## src/rtl/analog_scan_if.sv

```systemverilog
// analog_scan_if: command, pin-select and sample handshake bundle between reader side and scan controller
interface analog_scan_if #(parameter int NUM_PINS = 6);
  logic                start;
  logic                stop;
  logic                continuous;
  logic [NUM_PINS-1:0] pin_mask;
  logic                sample_ack;
  logic [NUM_PINS-1:0] pins_out;
  logic [2:0]          cur_pin;
  logic                sample_req;
  logic                busy;
  logic                done;
  logic                timeout_err;
  modport master (
    output start, stop, continuous, pin_mask, sample_ack,
    input  pins_out, cur_pin, sample_req, busy, done, timeout_err
  );
  modport slave (
    input  start, stop, continuous, pin_mask, sample_ack,
    output pins_out, cur_pin, sample_req, busy, done, timeout_err
  );
endinterface

```

## src/rtl/analog_scan_ctrl.sv

```systemverilog
// analog_scan_ctrl: gated A0..A5 scan sequencer with settle time, sample handshake, abort and ack timeout
module analog_scan_ctrl #(
  parameter int NUM_PINS      = 6,
  parameter int SETTLE_CYCLES = 4,
  parameter int ACK_TIMEOUT   = 255
) (
  input  logic           arduino_clk,
  input  logic           reset,
  analog_scan_if.slave   bus
);
  localparam int PW = $clog2(NUM_PINS) + 1;
  localparam int SW = $clog2(SETTLE_CYCLES + 1);
  localparam int TW = $clog2(ACK_TIMEOUT + 1);
  typedef enum logic [1:0] {IDLE, SEARCH, SETTLE, REQ} state_t;
  state_t              state;
  logic [NUM_PINS-1:0] mask_q;
  logic                cont_q;
  logic [PW-1:0]       ptr;
  logic [SW-1:0]       settle_cnt;
  logic [TW-1:0]       to_cnt;
  logic                found;
  logic [2:0]          nxt;
  always_comb begin
    found = 1'b0;
    nxt = '0;
    for (int i = NUM_PINS - 1; i >= 0; i--)
      if (mask_q[i] && PW'(i) >= ptr) begin
        found = 1'b1;
        nxt = 3'(i);
      end
  end
  always_ff @(posedge arduino_clk) begin
    if (reset) begin
      state           <= IDLE;
      mask_q          <= '0;
      cont_q          <= 1'b0;
      ptr             <= '0;
      settle_cnt      <= '0;
      to_cnt          <= '0;
      bus.pins_out    <= '0;
      bus.cur_pin     <= '0;
      bus.sample_req  <= 1'b0;
      bus.busy        <= 1'b0;
      bus.done        <= 1'b0;
      bus.timeout_err <= 1'b0;
    end else begin
      bus.done <= 1'b0;
      if (state != IDLE && bus.stop) begin
        state          <= IDLE;
        bus.pins_out   <= '0;
        bus.sample_req <= 1'b0;
        bus.busy       <= 1'b0;
      end else begin
        case (state)
          IDLE: if (bus.start) begin
            mask_q          <= bus.pin_mask;
            cont_q          <= bus.continuous;
            ptr             <= '0;
            bus.timeout_err <= 1'b0;
            if (|bus.pin_mask) begin
              state    <= SEARCH;
              bus.busy <= 1'b1;
            end else bus.done <= 1'b1;
          end
          SEARCH: if (found) begin
            bus.pins_out <= NUM_PINS'(1) << nxt;
            bus.cur_pin  <= nxt;
            settle_cnt   <= '0;
            state        <= SETTLE;
          end else if (cont_q) ptr <= '0;
          else begin
            bus.pins_out <= '0;
            bus.done     <= 1'b1;
            bus.busy     <= 1'b0;
            state        <= IDLE;
          end
          SETTLE: if (settle_cnt == SW'(SETTLE_CYCLES - 1)) begin
            bus.sample_req <= 1'b1;
            to_cnt         <= '0;
            state          <= REQ;
          end else settle_cnt <= settle_cnt + 1'b1;
          REQ: if (bus.sample_ack || to_cnt == TW'(ACK_TIMEOUT - 1)) begin
            bus.sample_req <= 1'b0;
            bus.pins_out   <= '0;
            ptr            <= PW'(bus.cur_pin) + PW'(1);
            state          <= SEARCH;
            if (!bus.sample_ack) bus.timeout_err <= 1'b1;
          end else to_cnt <= to_cnt + 1'b1;
          default: state <= IDLE;
        endcase
      end
    end
  end
endmodule

```

## src/flat_wrapper.sv

```systemverilog
// flat-port wrapper written by rule: the top's interface ports become plain ports
module analog_scan_ctrl_flat 
#(
  parameter int NUM_PINS      = 6,
  parameter int SETTLE_CYCLES = 4,
  parameter int ACK_TIMEOUT   = 255
)
  (arduino_clk, reset, bus_start, bus_stop, bus_continuous, bus_pin_mask, bus_sample_ack, bus_pins_out, bus_cur_pin, bus_sample_req, bus_busy, bus_done, bus_timeout_err);
  analog_scan_if #(.NUM_PINS(NUM_PINS)) bus_i ();
  input  logic arduino_clk;
  input  logic reset;
  input wire logic [$bits(bus_i.start)-1:0] bus_start;
  input wire logic [$bits(bus_i.stop)-1:0] bus_stop;
  input wire logic [$bits(bus_i.continuous)-1:0] bus_continuous;
  input wire logic [$bits(bus_i.pin_mask)-1:0] bus_pin_mask;
  input wire logic [$bits(bus_i.sample_ack)-1:0] bus_sample_ack;
  output wire logic [$bits(bus_i.pins_out)-1:0] bus_pins_out;
  output wire logic [$bits(bus_i.cur_pin)-1:0] bus_cur_pin;
  output wire logic [$bits(bus_i.sample_req)-1:0] bus_sample_req;
  output wire logic [$bits(bus_i.busy)-1:0] bus_busy;
  output wire logic [$bits(bus_i.done)-1:0] bus_done;
  output wire logic [$bits(bus_i.timeout_err)-1:0] bus_timeout_err;
  assign bus_i.start = bus_start;
  assign bus_i.stop = bus_stop;
  assign bus_i.continuous = bus_continuous;
  assign bus_i.pin_mask = bus_pin_mask;
  assign bus_i.sample_ack = bus_sample_ack;
  assign bus_pins_out = bus_i.pins_out;
  assign bus_cur_pin = bus_i.cur_pin;
  assign bus_sample_req = bus_i.sample_req;
  assign bus_busy = bus_i.busy;
  assign bus_done = bus_i.done;
  assign bus_timeout_err = bus_i.timeout_err;
  analog_scan_ctrl #(.NUM_PINS(NUM_PINS), .SETTLE_CYCLES(SETTLE_CYCLES), .ACK_TIMEOUT(ACK_TIMEOUT)) u_core (.arduino_clk(arduino_clk), .reset(reset), .bus(bus_i));
endmodule
```

## config.mk

```make
export PLATFORM = sky130hd
export DESIGN_NAME = analog_scan_ctrl_flat
export DESIGN_NICKNAME = d
export VERILOG_FILES = /design/src/rtl/analog_scan_if.sv /design/src/rtl/analog_scan_ctrl.sv /design/src/flat_wrapper.sv
export SDC_FILE = /design/constraint.sdc
export NUM_CORES = 1
export LEC_CHECK = 0
export ABC_AREA = 1
export CAP_MARGIN = 15
export CORE_ASPECT_RATIO = 1.4
export CORE_MARGIN = 8
export CORE_UTILIZATION = 40
export DETAILED_ROUTE_END_ITERATION = 7
export PLACE_DENSITY_LB_ADDON = 0.05
export SLEW_MARGIN = 20
export SYNTH_ARGS = -nofsm -noshare
export SYNTH_HDL_FRONTEND = slang
export SYNTH_SLANG_ARGS = --single-unit
```

## constraint.sdc

```tcl
create_clock -name arduino_clk -period 2.14 [get_ports arduino_clk]
set_input_delay 0.214 -clock arduino_clk [delete_from_list [all_inputs] [get_ports arduino_clk]]
set_output_delay 0.214 -clock arduino_clk [all_outputs]
set_load 0.01 [all_outputs]
```

==> results of run 1 <==
-- metal layers --
| layer | global-route usage [%] | up-vias | part of all wire, % | wire [um] |
|---|---|---|---|---|
| met5 | 0 | - | 0 | 0 |
| met4 | 5.20 | 0 | 1.3 | 68 |
| met3 | 2.92 | 7 | 2.9 | 148 |
| met2 | 27.5 | 31 | 54 | 2710 |
| met1 | 15.1 | 852 | 42 | 2130 |
| li1 | - | 987 | - | - |
-- per-stage QoR --
| stage | hold slack [ps] | total power, W | instances | utilization [%] | setup slack [ps] |
|---|---|---|---|---|---|
| 2_1_floorplan | 362 | 0.00116 | 292 | - | 546 |
| 3_3_place_gp | 436 | 0.00134 | 382 | 48.2 | 295 |
| 3_5_place_dp | 442 | 0.00134 | 382 | 48.2 | 331 |
| 4_1_cts | 455 | 0.00184 | 390 | 50.0 | 314 |
| 5_1_grt | 478 | 0.00194 | 390 | 50.1 | 6.94 |
| 6_report | 449 | 0.00183 | 390 | 50.1 | 306 |
-- registers in the layout (all words and copies together), names as in the netlist --
register                cells
u_core.bus.busy             1
u_core.bus.cur_pin          3
u_core.bus.done             1
u_core.bus.pins_out         6
u_core.bus.sample_req       1
u_core.bus.timeout_err      1
u_core.cont_q               1
u_core.mask_q               6
u_core.ptr                  4
u_core.settle_cnt           3
u_core.state                2
u_core.to_cnt               8
-- layout by cell type (no fill, tap or decap), drive strengths merged --
cell,n
nand2,67
buf,4
o21ai,21
nand4,5
clkdlybuf4s50,24
clkinv,4
clkbuf,5
inv,41
xor2,3
a21oi,32
dfxtp,37
clkinvlp,1
ha,10
nor2,50
xnor2,2
nand3,17
or2,3
-- final timing paths --
| kind | from | to | slack (ps) | cells past startpoint |
|---|---|---|---|---|
| worst min register to register | u_core.bus.timeout_err | u_core.bus.timeout_err | 450 | 2 |
| worst max register to register | u_core.state[0] | u_core.to_cnt[7] | 310 | 11 |
| worst min-delay path | u_core.bus.timeout_err | u_core.bus.timeout_err | 450 | 2 |
| worst max-delay path | u_core.state[0] | u_core.to_cnt[7] | 310 | 11 |
-- critical path, delay by kind of cell (launching register included) --
family                     cells  cell delay (ps)
AOI/OAI and AO/OA              1              110
buffers and inverters          2              260
and+or+nand+nor                7              750
adders and majority gates      1              260
DFF                            1              400
-- repair_timing --
item                                   4_1_cts  5_1_grt
endpoints found under the hold margin        0        0
setup endpoints to repair                    0        1
setup buffers                                0        0
gates resized for setup                      0        1
-- cells by family (layout without fill, tap and decap cells) --
group                    count (synthesis)  count (layout)  synth area share, %
AO/OA/AOI/OAI                           53              53                 13.7
XOR/XNOR                                 5               5                 2.20
adder cells (fa/ha/maj)                 10              10                 6.28
buffers and inverters                   45              79                 8.47
flip-flops                              37              37                 37.2
AND/OR/NAND/NOR                        142             142                 32.2
-- layout make-up --
class | instances | area (sq um)
clock inverter | 3 | 17.5
sequential | 37 | 741
tap | 64 | 80.1
clock buffer | 5 | 68.8
timing repair buffer | 28 | 270
multi-input combinational | 210 | 1090
inverter | 43 | 161
fill | 526 | 2420
-- power by group through the flow --
stage / clock (W) / combinational, W / sequential (W)
finish: 0.000498 / 0.000535 / 0.000792
global placement: 0 / 0.000533 / 0.000808
global route: 0.000538 / 0.000605 / 0.000800
CTS: 0.000507 / 0.000535 / 0.000793
detailed placement: 0 / 0.000533 / 0.000808
floorplan: 0 / 0.000350 / 0.000811
==> reports/results.tsv, run 1 <==
metric	value	unit
setup TNS	0	ps
die height	99.5	um
sw power	0.000649	W
later-pin clock latency in the skew report	300	ps
Final nets	347	
number of diodes	0	
syn nets	314	
CTS Hold Buffers Added	0	
max-slew violations	0	
Max clock buf depth	2	
layout cells sized above 1	11.7	%
total wire length	5.05	mm
vias in the first global route	1880	
EDFF count, synth	0	
outcome	finished clean	
Post-synth ARST share	0	%
top post-synthesis cells by area	dfxtp_1, nand2_1, nor2_1	
top-count cell post-synth	nand2_1	
row cnt	30	
Die Wd	75.7	um
first-pass GRT wire length	8.50	mm
Total GRT Usage	14.7	%
Iter 0 DRT Violations	61	
PortBufs	24	
Routed wire per std cell	12.9	um
Cell variety after synth	25	
Ys Warns	0	
worst slew pin tran	310	ps
DR pass1 iterations	4	
most used cell, CP	nor2_1	
placed instance area	2340	sq um
total CTS buffers	5	
Syn Inst Count	292	
P_leak	1.05	nW
final worst-path cycle share	85.7	%
Final Skew	8.17	ps
CTS root buffer	clkbuf_8	
Max Fclk	545	MHz
critical path capture point type	register	
Crit Path Max Fanout	10	
Req. time, crit path	2380	ps
Post-DRT Antenna Nets	0	
Congestion Overflow GR	0	
starting density of the core	41.2	%
Crit path largest cell delay	400	ps
htree depth	2	
Post-Syn Area	1990	sq um
Core Region	4840	sq um
IO Pins	25	
Finished Cell Area	2420	sq um
Setup CP Type	register to register	
switching part of the total	35.5	%
Top FF cell, synth	dfxtp_1	
clock sink total	37	
Max Cap Viol	0	
largest net degree at the start of global routing	15	
sequential share of power	43.4	%
via count	1877	
Avg Cell Area, Syn	6.83	sq um
final hold vios	0	
Max-slew headroom	79.2	%
Post-DP HPWL	4.00	mm
register bit total from synthesis	37	
Worst path slowest cell	dfxtp_1	
total power per unit cell area	753	nW/um^2
drt via density	4.81	
Final setup viols	0	
Seq/Total Area, Yosys	37.2	%
global placer's final weighted congestion	0.880	
Yosys top cell area share	37.2	%
Critical Path AT	2080	ps
peak supply drop	0.382	mV
initial antenna violation count	0	
worst hold path class	register to register	
Internal	0.00118	W
DRC viols	0	
CP Launch Type	register	
minimum clock period	1830	ps
CTS tree	yes	
Post-synth top cells	nand2_1, nor2_1, dfxtp_1	
Comb power frac	29.3	%
synthesis-to-layout area growth	21.7	%
top cell type by total area after synthesis	dfxtp_1	
RSZ-0062 raised after global routing	false	
Cell Chain, Critical Path	inv_1 > ha_1 > inv_2 > a21oi_1 > nor2_1 > nand2_2 > nor2_1 > nand3_1 > nand2_1 > nand2_1 > nor2_1	
clock share of power	27.3	%
Clk pin slew, worst setup/hold paths	80	ps
die area	7530	sq um
Power figures use the tool's default switching activity.
==> run 2: changes to the inputs <==
--- a/config.mk
+++ b/config.mk
@@ -12,7 +12,8 @@
 export CORE_UTILIZATION = 40
 export DETAILED_ROUTE_END_ITERATION = 7
 export PLACE_DENSITY_LB_ADDON = 0.05
-export SLEW_MARGIN = 20
+export SETUP_SLACK_MARGIN = 0.2
+export SLEW_MARGIN = 15
 export SYNTH_ARGS = -nofsm -noshare
 export SYNTH_HDL_FRONTEND = slang
 export SYNTH_SLANG_ARGS = --single-unit
==> run 2 against run 1 <==
Effect of this change:
- core utilization is 0.23 points higher
- non-clock buffer count did not move
- clock power is essentially flat
- critical endpoint is now u_core.to_cnt[6]
- highest routed layer unchanged
==> reports/results.tsv, run 2 (same netlist as run 1, synthesis figures left out) <==
metric	value	unit
number of diodes	0	
multi-input logic area	1090	sq um
commonest non-fill, non-tap cell in the layout	nand2_1	
final worst-path cycle share	82.5	%
Core Region	4840	sq um
peak supply drop	0.384	mV
# placed instances	382	
worst hold path class	register to register	
most used cell, CP	inv_1	
later-pin clock latency in the skew report	300	ps
post-CTS setup buffers	0	
sequential cell area	741	sq um
worst slew pin tran	281	ps
die area	7530	sq um
P_leak	1.06	nW
Final nets	347	
CTS root buffer	clkbuf_8	
commonest non-fill, non-tap cells in the layout	nand2_1, nor2_1, dfxtp_1	
Crit path largest cell delay	340	ps
die height	99.5	um
Max-slew headroom	81.0	%
Clk pin slew, worst setup/hold paths	80	ps
RR Startpoint	u_core.state[1]	
CTS Hold Buffers Added	0	
first-pass GRT wire length	8.50	mm
Final Skew	6.66	ps
Total GRT Usage	14.7	%
DRC viols	0	
Max Cap Viol	0	
minimum clock period	1770	ps
PortBufs	24	
layout cells sized above 1	12.9	%
via count	1872	
DR pass1 iterations	4	
Worst path slowest cell	dfxtp_1	
final hold vios	0	
starting density of the core	41.2	%
Final setup viols	0	
total power per unit cell area	749	nW/um^2
critical path capture point type	register	
Routed wire per std cell	12.9	um
Reg with most FFs	u_core.to_cnt	
hold_sp	u_core.bus.timeout_err	
total wire length	5.04	mm
IO Pins	25	
setup TNS	0	ps
Top Registers	u_core.to_cnt (8), u_core.bus.pins_out (6), u_core.mask_q (6)	
initial antenna violation count	0	
RSZ-0062 raised after global routing	true	
CP Launch Type	register	
vias in the first global route	1880	
Critical Path AT	1960	ps
htree depth	2	
outcome	finished clean	
Die Wd	75.7	um
global placer's final weighted congestion	0.880	
row cnt	30	
Iter 0 DRT Violations	63	
max-slew violations	0	
Max clock buf depth	2	
filler cell count	526	
Worst Setup SP	u_core.state[1]	
drt via density	4.80	
max reg flops	8	
Layout Cells excl Fill	390	
Post-DP HPWL	4.00	mm
clock sink total	37	
largest net degree at the start of global routing	15	
CTS tree	yes	
Congestion Overflow GR	0	
Req. time, crit path	2340	ps
synthesis-to-layout area growth	22.2	%
Crit Path Max Fanout	6	
Cell Chain, Critical Path	inv_1 > ha_2 > inv_2 > nand2_1 > inv_1 > nor2_2 > nand2_2 > inv_1 > nand3_1 > xor2_1 > nor2_1	
Max Fclk	566	MHz
Post-DRT Antenna Nets	0	
total CTS buffers	5	
Setup CP Type	register to register	
run 2: cell count changes in the layout (fill, tap and decap cells not counted):
cell	before	now
nor2_1	45	43
nor2_2	3	5
a21oi_1	31	30
a21oi_2	1	2
clkinv_1	2	1
inv_4	0	1
run 2: worst paths after layout:
check                            to  slack (ps)  cells past startpoint
max                u_core.to_cnt[6]         370                     11
min          u_core.bus.timeout_err         450                      2
min reg2reg  u_core.bus.timeout_err         450                      2
max reg2reg        u_core.to_cnt[6]         370                     11
run 2: power by group:
part	leakage [nW]	switching, W	internal, W
sequential	0.301	0.0000436	0.000749
combinational	0.711	0.000333	0.000204
clock	0.0439	0.000271	0.000225
run 2: cell type report:
type                            count  area share [%]
Clock inverter                      3           0.719
Timing Repair Buffer               28            11.1
Inverter                           43            6.73
Sequential cell                    37            30.4
Clock buffer                        5            2.82
Multi-Input combinational cell    210            44.9
Tap cell                           64            3.29
run 2: what timing repair did:
item	in CTS	in global routing
endpoints found under the hold margin	0	0
resized for setup	0	6
setup endpoints to repair	0	15
run 2: critical path: cells and delay by family (launching register included):
family | cells | cell delay [ps]
xor gates and xnor gates | 1 | 140
and+or+nand+nor | 5 | 520
adders and majority gates | 1 | 240
DFF | 1 | 340
buffers and inverters | 4 | 420
run 2: per-layer routing:
layer | GRT usage, % | share of wire [%]
met3 | 2.92 | 3.3
met5 | 0 | 0
met4 | 5.20 | 1.4
met1 | 15.1 | 41
met2 | 27.5 | 54
run 2: metrics by stage:
stage / power [W] / hold slack (ps) / cell area, sq um / setup slack, ps / util (%)
after global placement: 0.00134 / 436 / 2340 / 295 / 48.2
final: 0.00182 / 448 / 2440 / 374 / 50.3
after detailed placement: 0.00134 / 442 / 2340 / 331 / 48.2
after floorplan: 0.00116 / 362 / 1990 / 546 / -
after CTS: 0.00184 / 455 / 2420 / 314 / 50.0
after global routing: 0.00194 / 478 / 2440 / 133 / 50.3
